### config.mk
export PLATFORM = sky130hd
export DESIGN_NAME = vga_fb_scheduler
export DESIGN_NICKNAME = d
export VERILOG_FILES = /design/src/rtl/vga_fb_pkg.sv /design/src/rtl/vga_line_buffer.sv /design/src/rtl/vga_fb_scheduler.sv
export SDC_FILE = /design/constraint.sdc
export NUM_CORES = 2
export LEC_CHECK = 0
export CORE_MARGIN = 2
export CORE_UTILIZATION = 25
export CTS_CLUSTER_DIAMETER = 40
export DETAILED_ROUTE_END_ITERATION = 7
export PLACE_DENSITY = 0.5
export SYNTH_ARGS = -nofsm -noshare
export SYNTH_HDL_FRONTEND = slang
export SYNTH_SLANG_ARGS = --single-unit
### constraint.sdc
create_clock -name dclk -period 60.5 [get_ports dclk]
set_input_delay 12.1 -clock dclk [delete_from_list [all_inputs] [get_ports dclk]]
set_output_delay 12.1 -clock dclk [all_outputs]
set_load 0.005 [all_outputs]
### src/rtl/vga_fb_pkg.sv
`default_nettype none
// ============================================================================
// Module   : vga_fb_pkg
// Purpose  : Shared timing constants, widths and fetch-state encoding for the
//            edge frame-buffer scheduler.
// Revision : 1.0 - initial release
// ============================================================================
package vga_fb_pkg;

  localparam int WORD_W   = 16;
  localparam int H_ACTIVE = 640;
  localparam int WPL      = H_ACTIVE / WORD_W;
  localparam int ADDR_W   = 15;
  localparam int HV_W     = 10;

  localparam logic [HV_W-1:0] HBP         = 10'd144;
  localparam logic [HV_W-1:0] HFP         = 10'd784;
  localparam logic [HV_W-1:0] VBP         = 10'd31;
  localparam logic [HV_W-1:0] VFP         = 10'd511;
  localparam logic [HV_W-1:0] VLINES      = 10'd521;
  localparam logic [HV_W-1:0] FETCH_START = 10'd784;

  localparam int BIT_W  = $clog2(WORD_W);
  localparam int PIX_W  = $clog2(H_ACTIVE);
  localparam int WIDX_W = PIX_W - BIT_W;

  typedef enum logic [1:0] {
    IDLE  = 2'd0,
    FETCH = 2'd1,
    DRAIN = 2'd2
  } fetch_state_e;

  // First RAM word of a display row.
  function automatic logic [ADDR_W-1:0] row_base(input logic [HV_W-1:0] row);
    return ADDR_W'(row) * ADDR_W'(WPL);
  endfunction

endpackage
`default_nettype wire

### src/rtl/vga_line_buffer.sv
`default_nettype none
// ============================================================================
// Module   : vga_line_buffer
// Purpose  : Two-bank ping-pong store of one display line each; word-wide
//            write from the RAM fetch, bit-wide read for the pixel path.
// Revision : 1.0 - initial release
// ============================================================================
module vga_line_buffer
  import vga_fb_pkg::*;
(
  input  logic              dclk,
  input  logic              clr,
  input  logic              wr_en,
  input  logic              wr_bank,
  input  logic [WIDX_W-1:0] wr_idx,
  input  logic [WORD_W-1:0] wr_data,
  input  logic              rd_bank,
  input  logic [PIX_W-1:0]  rd_pix,
  output logic              rd_bit
);

  logic [WIDX_W-1:0] w_rd_word;
  logic [BIT_W-1:0]  w_rd_sel;
  logic [1:0]        w_bank_bit;

  assign w_rd_word = rd_pix[PIX_W-1:BIT_W];
  assign w_rd_sel  = rd_pix[BIT_W-1:0];

  generate
    for (genvar b = 0; b < 2; b++) begin : g_bank
      logic [WORD_W-1:0] r_words [WPL];

      always_ff @(posedge dclk or posedge clr) begin
        if (clr) begin
          for (int i = 0; i < WPL; i++) begin
            r_words[i] <= '0;
          end
        end else if (wr_en && (wr_bank == 1'(b)) && (wr_idx < WIDX_W'(WPL))) begin
          r_words[wr_idx] <= wr_data;
        end
      end

      // Pixel indices past the line end read as black.
      assign w_bank_bit[b] = (w_rd_word < WIDX_W'(WPL)) ? r_words[w_rd_word][w_rd_sel] : 1'b0;
    end
  endgenerate

  assign rd_bit = w_bank_bit[rd_bank];

endmodule
`default_nettype wire

### src/rtl/vga_fb_scheduler.sv
`default_nettype none
// ============================================================================
// Module   : vga_fb_scheduler
// Purpose  : Arbitrates the single-port edge frame buffer between the edge
//            writer and a per-line burst fetch feeding the VGA pixel path.
// Revision : 1.0 - initial release
// ============================================================================
module vga_fb_scheduler
  import vga_fb_pkg::*;
(
  input  logic              dclk,
  input  logic              clr,
  input  logic [HV_W-1:0]   hc,
  input  logic [HV_W-1:0]   vc,
  input  logic              wr_valid,
  output logic              wr_ready,
  input  logic [ADDR_W-1:0] wr_addr,
  input  logic [WORD_W-1:0] wr_data,
  output logic              mem_en,
  output logic              mem_we,
  output logic [ADDR_W-1:0] mem_addr,
  output logic [WORD_W-1:0] mem_wdata,
  input  logic [WORD_W-1:0] mem_rdata,
  output logic              pix_on,
  output logic              fetch_busy
);

  localparam logic [HV_W-1:0]   c_vtrig_lo  = VBP - HV_W'(1);
  localparam logic [HV_W-1:0]   c_vtrig_hi  = VFP - HV_W'(1);
  localparam logic [HV_W-1:0]   c_vlast     = VLINES - HV_W'(1);
  localparam logic [WIDX_W-1:0] c_last_word = WIDX_W'(WPL - 1);

  fetch_state_e      r_state;
  fetch_state_e      w_state_nxt;
  logic [WIDX_W-1:0] r_k;
  logic [ADDR_W-1:0] r_base;
  logic              r_bank;
  logic              r_cap_vld;
  logic [WIDX_W-1:0] r_cap_idx;
  logic              r_pix_on;

  logic              w_trigger;
  logic [HV_W-1:0]   w_row;
  logic              w_active;
  logic [HV_W-1:0]   w_hoff;
  logic              w_disp_bank;
  logic              w_buf_bit;

  // vc is the line before the one being fetched.
  assign w_row     = vc - c_vtrig_lo;
  assign w_trigger = (r_state == IDLE) && (hc == FETCH_START) &&
                     (vc >= c_vtrig_lo) && (vc < c_vtrig_hi) && (vc != c_vlast);

  assign w_active    = (vc >= VBP) && (vc < VFP) && (hc >= HBP) && (hc < HFP);
  assign w_hoff      = hc - HBP;
  // Parity of (vc - VBP) without a subtractor.
  assign w_disp_bank = vc[0] ^ VBP[0];

  always_ff @(posedge dclk or posedge clr) begin
    if (clr) begin
      r_state   <= IDLE;
      r_k       <= '0;
      r_base    <= '0;
      r_bank    <= 1'b0;
      r_cap_vld <= 1'b0;
      r_cap_idx <= '0;
      r_pix_on  <= 1'b0;
    end else begin
      r_state <= w_state_nxt;
      if (w_trigger) begin
        r_base <= row_base(w_row);
        r_bank <= w_row[0];
        r_k    <= '0;
      end else if (r_state == FETCH) begin
        r_k <= r_k + WIDX_W'(1);
      end
      // Read data returns one cycle after the address.
      r_cap_vld <= (r_state == FETCH);
      r_cap_idx <= r_k;
      r_pix_on  <= w_active ? w_buf_bit : 1'b0;
    end
  end

  always_comb begin
    w_state_nxt = r_state;
    wr_ready    = 1'b0;
    mem_en      = 1'b0;
    mem_we      = 1'b0;
    mem_addr    = '0;
    mem_wdata   = '0;
    case (r_state)
      IDLE: begin
        wr_ready = !w_trigger;
        if (w_trigger) begin
          w_state_nxt = FETCH;
        end else if (wr_valid) begin
          mem_en    = 1'b1;
          mem_we    = 1'b1;
          mem_addr  = wr_addr;
          mem_wdata = wr_data;
        end
      end
      FETCH: begin
        mem_en   = 1'b1;
        mem_addr = r_base + ADDR_W'(r_k);
        if (r_k == c_last_word) begin
          w_state_nxt = DRAIN;
        end
      end
      DRAIN: begin
        w_state_nxt = IDLE;
      end
      default: begin
        w_state_nxt = IDLE;
      end
    endcase
  end

  vga_line_buffer u_line_buffer (
    .dclk    (dclk),
    .clr     (clr),
    .wr_en   (r_cap_vld),
    .wr_bank (r_bank),
    .wr_idx  (r_cap_idx),
    .wr_data (mem_rdata),
    .rd_bank (w_disp_bank),
    .rd_pix  (w_hoff[PIX_W-1:0]),
    .rd_bit  (w_buf_bit)
  );

  assign pix_on     = r_pix_on;
  assign fetch_busy = (r_state != IDLE);

endmodule
`default_nettype wire

==> metrics.txt <==
Final GP Congestion 0.856; post-DP HPWL 109000 um; Synth cell types between 70 and 80; worst r2r dst pix_on; Final Cell Area roughly 73000 um2; vias in the first global route 38300; async set or reset register ratio after synthesis 100%; Die Span Y 498 um; outcome finished clean; total number of vias about 36000; crit-path max FO 18; Crit Path Class primary input to output port; DIE AREA 248000 um2; placed cell areas 65200 um2; clock slew at reported path FFs 0.06 ns; layout cells sized above 1 50.0%; post-cts resize count 0; Setup Skew 0.0455 ns; area grow syn2layout 20.1%; PwrDens 42.8 nW/um2; GR Overflow Total 0; max_slew headroom 2.25%; Gate Count Post-Synth 4097; f_max about 35 MHz; setup TNS 0 ns; num rows 181; Fillers ~24000; DR pass1 iterations 7; largest net degree at the start of global routing 163; TritonCTS buffer count ~220; #FFs+latches synth 1308; final net count roughly 4200; CTS tree yes; Crit Reg-Reg Startpoint u_line_buffer.g_bank[1].r_words[321]; wire per inst around 24 um; Post-synth top flop dfrtp_1; Num Clock Sinks about 1300; hold depth 0; Max Cap Violations 0; type of origin of the critical path primary input; clock root buffer clkbuf_16; worst path required time 48.40 ns; die width 498 um; register area share after synthesis 53.6%; I/O Buffers 105; HP Start r_k[4]; Mapped Area 61000 um2; Final period util 46.7%; initial antenna violation count 10; most common cell after layout, fill and taps aside dfrtp_1; first-pass GRT wire length 269000 um; max-slew violation count 0; htree depth 4; cts-stage hold buffer count 0; FF-to-FF setup slack around 57 ns; post-route ant nets 0; peak supply drop 0.0267 mV; Core Area approximately 240000 um2; CTS max path bufs 3; io pins approximately 110; Hold Path End r_cap_idx[4]; R2R depth 8; DRC errors left 0; most frequent cells in the layout 1308 x dfrtp_1, 1288 x mux2_2, 327 x mux4_2; RSZ-0062 raised after global routing false; Setup Viol. Count Final 0; Vias/cell 4.81; Post-synth EDFFs 0; leakage power 31.1 nW; Synth Area per Inst 14.9 um2; synthesized net count about 4200; Final min period 28.27 ns; post-CTS setup buffers 0; GRT Resource Usage Total 14.5%; Worst EP arrival 16.17 ns; CP Capture Type output port; Total Wirelength 181000 um; Hold Fails Final Rpt 0; worst slew pin tran 1.45 ns; Worst Hold Class flop to flop; Worst-Skew Late Latency 0.84 ns; Yosys Warn Count 0; DR iter-0 viols 2331; Starting Density 25.1%
==> flip-flops by register name (all words and copies together), names as in the netlist <==
signal and count:
u_line_buffer.g_bank.r_words 1280, r_base 12, r_cap_idx 6, r_k 6, r_state 2, pix_on 1, r_cap_vld 1
==> area by class of cell <==
cell class | instances | area, um2 | area share (%)
clock buffers | 279 | 6160 | 8.41
repair buffers | 200 | 1770 | 2.42
inverters | 22 | 90.1 | 0.123
multi-input cells | 2397 | 26600 | 36.3
diodes | 13 | 32.5 | 0.0444
clock inverters | 133 | 1870 | 2.55
flip-flops and latches | 1308 | 32700 | 44.7
well taps | 3202 | 4010 | 5.47
==> stage by stage <==
step                util (%)  setup slack, ns  total power [mW]  hold slack [ns]  cells
floorplan                  -            11.53              1.63            0.400   4097
global placement        26.8            32.33              1.80            0.466   7129
detailed placement      26.8            32.28              1.83            0.451   7129
CTS                     30.2            32.25              3.17            0.472   7541
global route            30.2            31.95              3.27            0.489   7546
finish                  30.2            32.23              3.14            0.472   7554
==> synthesized netlist by cell type, drive strengths merged, types with 4 or more instances <==
master | n | area (um2)
o2111ai | 4 | 35.0
a221o | 4 | 40.0
o22ai | 6 | 37.5
nand2b | 5 | 31.3
nor2 | 90 | 343
clkbuf | 247 | 928
mux4 | 327 | 7360
nor3 | 19 | 95.1
a21oi | 28 | 140
and3 | 28 | 175
nor4 | 7 | 50.1
nand4 | 17 | 106
xnor2 | 21 | 191
o221ai | 6 | 52.6
inv | 19 | 71.3
mux2 | 1288 | 14500
mux2i | 54 | 541
a311oi | 10 | 87.6
a32oi | 10 | 87.6
a211oi | 7 | 52.6
a22o | 7 | 61.3
nor2b | 11 | 68.8
nand2 | 249 | 935
nand3 | 39 | 195
o21ai | 42 | 210
and2 | 6 | 37.5
xor2 | 16 | 159
o31ai | 4 | 30.0
buf | 123 | 808
a31oi | 7 | 43.8
or2 | 7 | 43.8
ha | 20 | 250
dfrtp | 1308 | 32700
a22oi | 5 | 37.5
==> cells by family after synthesis <==
| logic type | share of synthesized area, % |
|---|---|
| simple gates | 3.61 |
| flops | 53.6 |
| xor+xnor | 0.574 |
| mux | 36.7 |
| buf+inv | 2.98 |
| fa+ha+maj | 0.476 |
| compound gates | 2.03 |
==> worst max path at each step <==
stage / from / to / slack (ns) / depth (start not counted)
after floorplan: clr / pix_on / 11.53 / 1
after global placement: vc[1] / mem_addr[9] / 32.33 / 11
after detailed placement: vc[1] / mem_addr[3] / 32.28 / 10
after CTS: vc[1] / mem_addr[3] / 32.25 / 10
after global routing: vc[1] / mem_addr[8] / 31.95 / 11
final: vc[1] / mem_addr[3] / 32.23 / 10
==> critical path: stages <==
cell and delay, ns:
clkdlybuf4s50_1 0.50, ha_1 0.27, and3_1 0.26, a2111oi_0 0.52, nor3_2 0.24, buf_4 0.25
nor2_1 0.69, and2_1 0.59, a22o_1 0.24, clkdlybuf4s50_1 0.50
==> where the power goes <==
group | leakage, nW | total [mW] | internal [mW] | switching (mW)
Clock | 3.86 | 1.32 | 0.852 | 0.472
Combinational | 10.9 | 0.596 | 0.330 | 0.266
Sequential | 16.4 | 1.21 | 1.10 | 0.117
Total | 31.1 | 3.14 | 2.28 | 0.855
==> routing by layer <==
metal,global-route usage (%),wire (um),up-vias
met1,20.4,84500,19900
met5,0,10,-
met2,22.2,82200,799
li1,-,-,15300
met3,2.66,8690,251
met4,4.91,5270,2
Note: power is estimated with default switching activity, not from simulation.
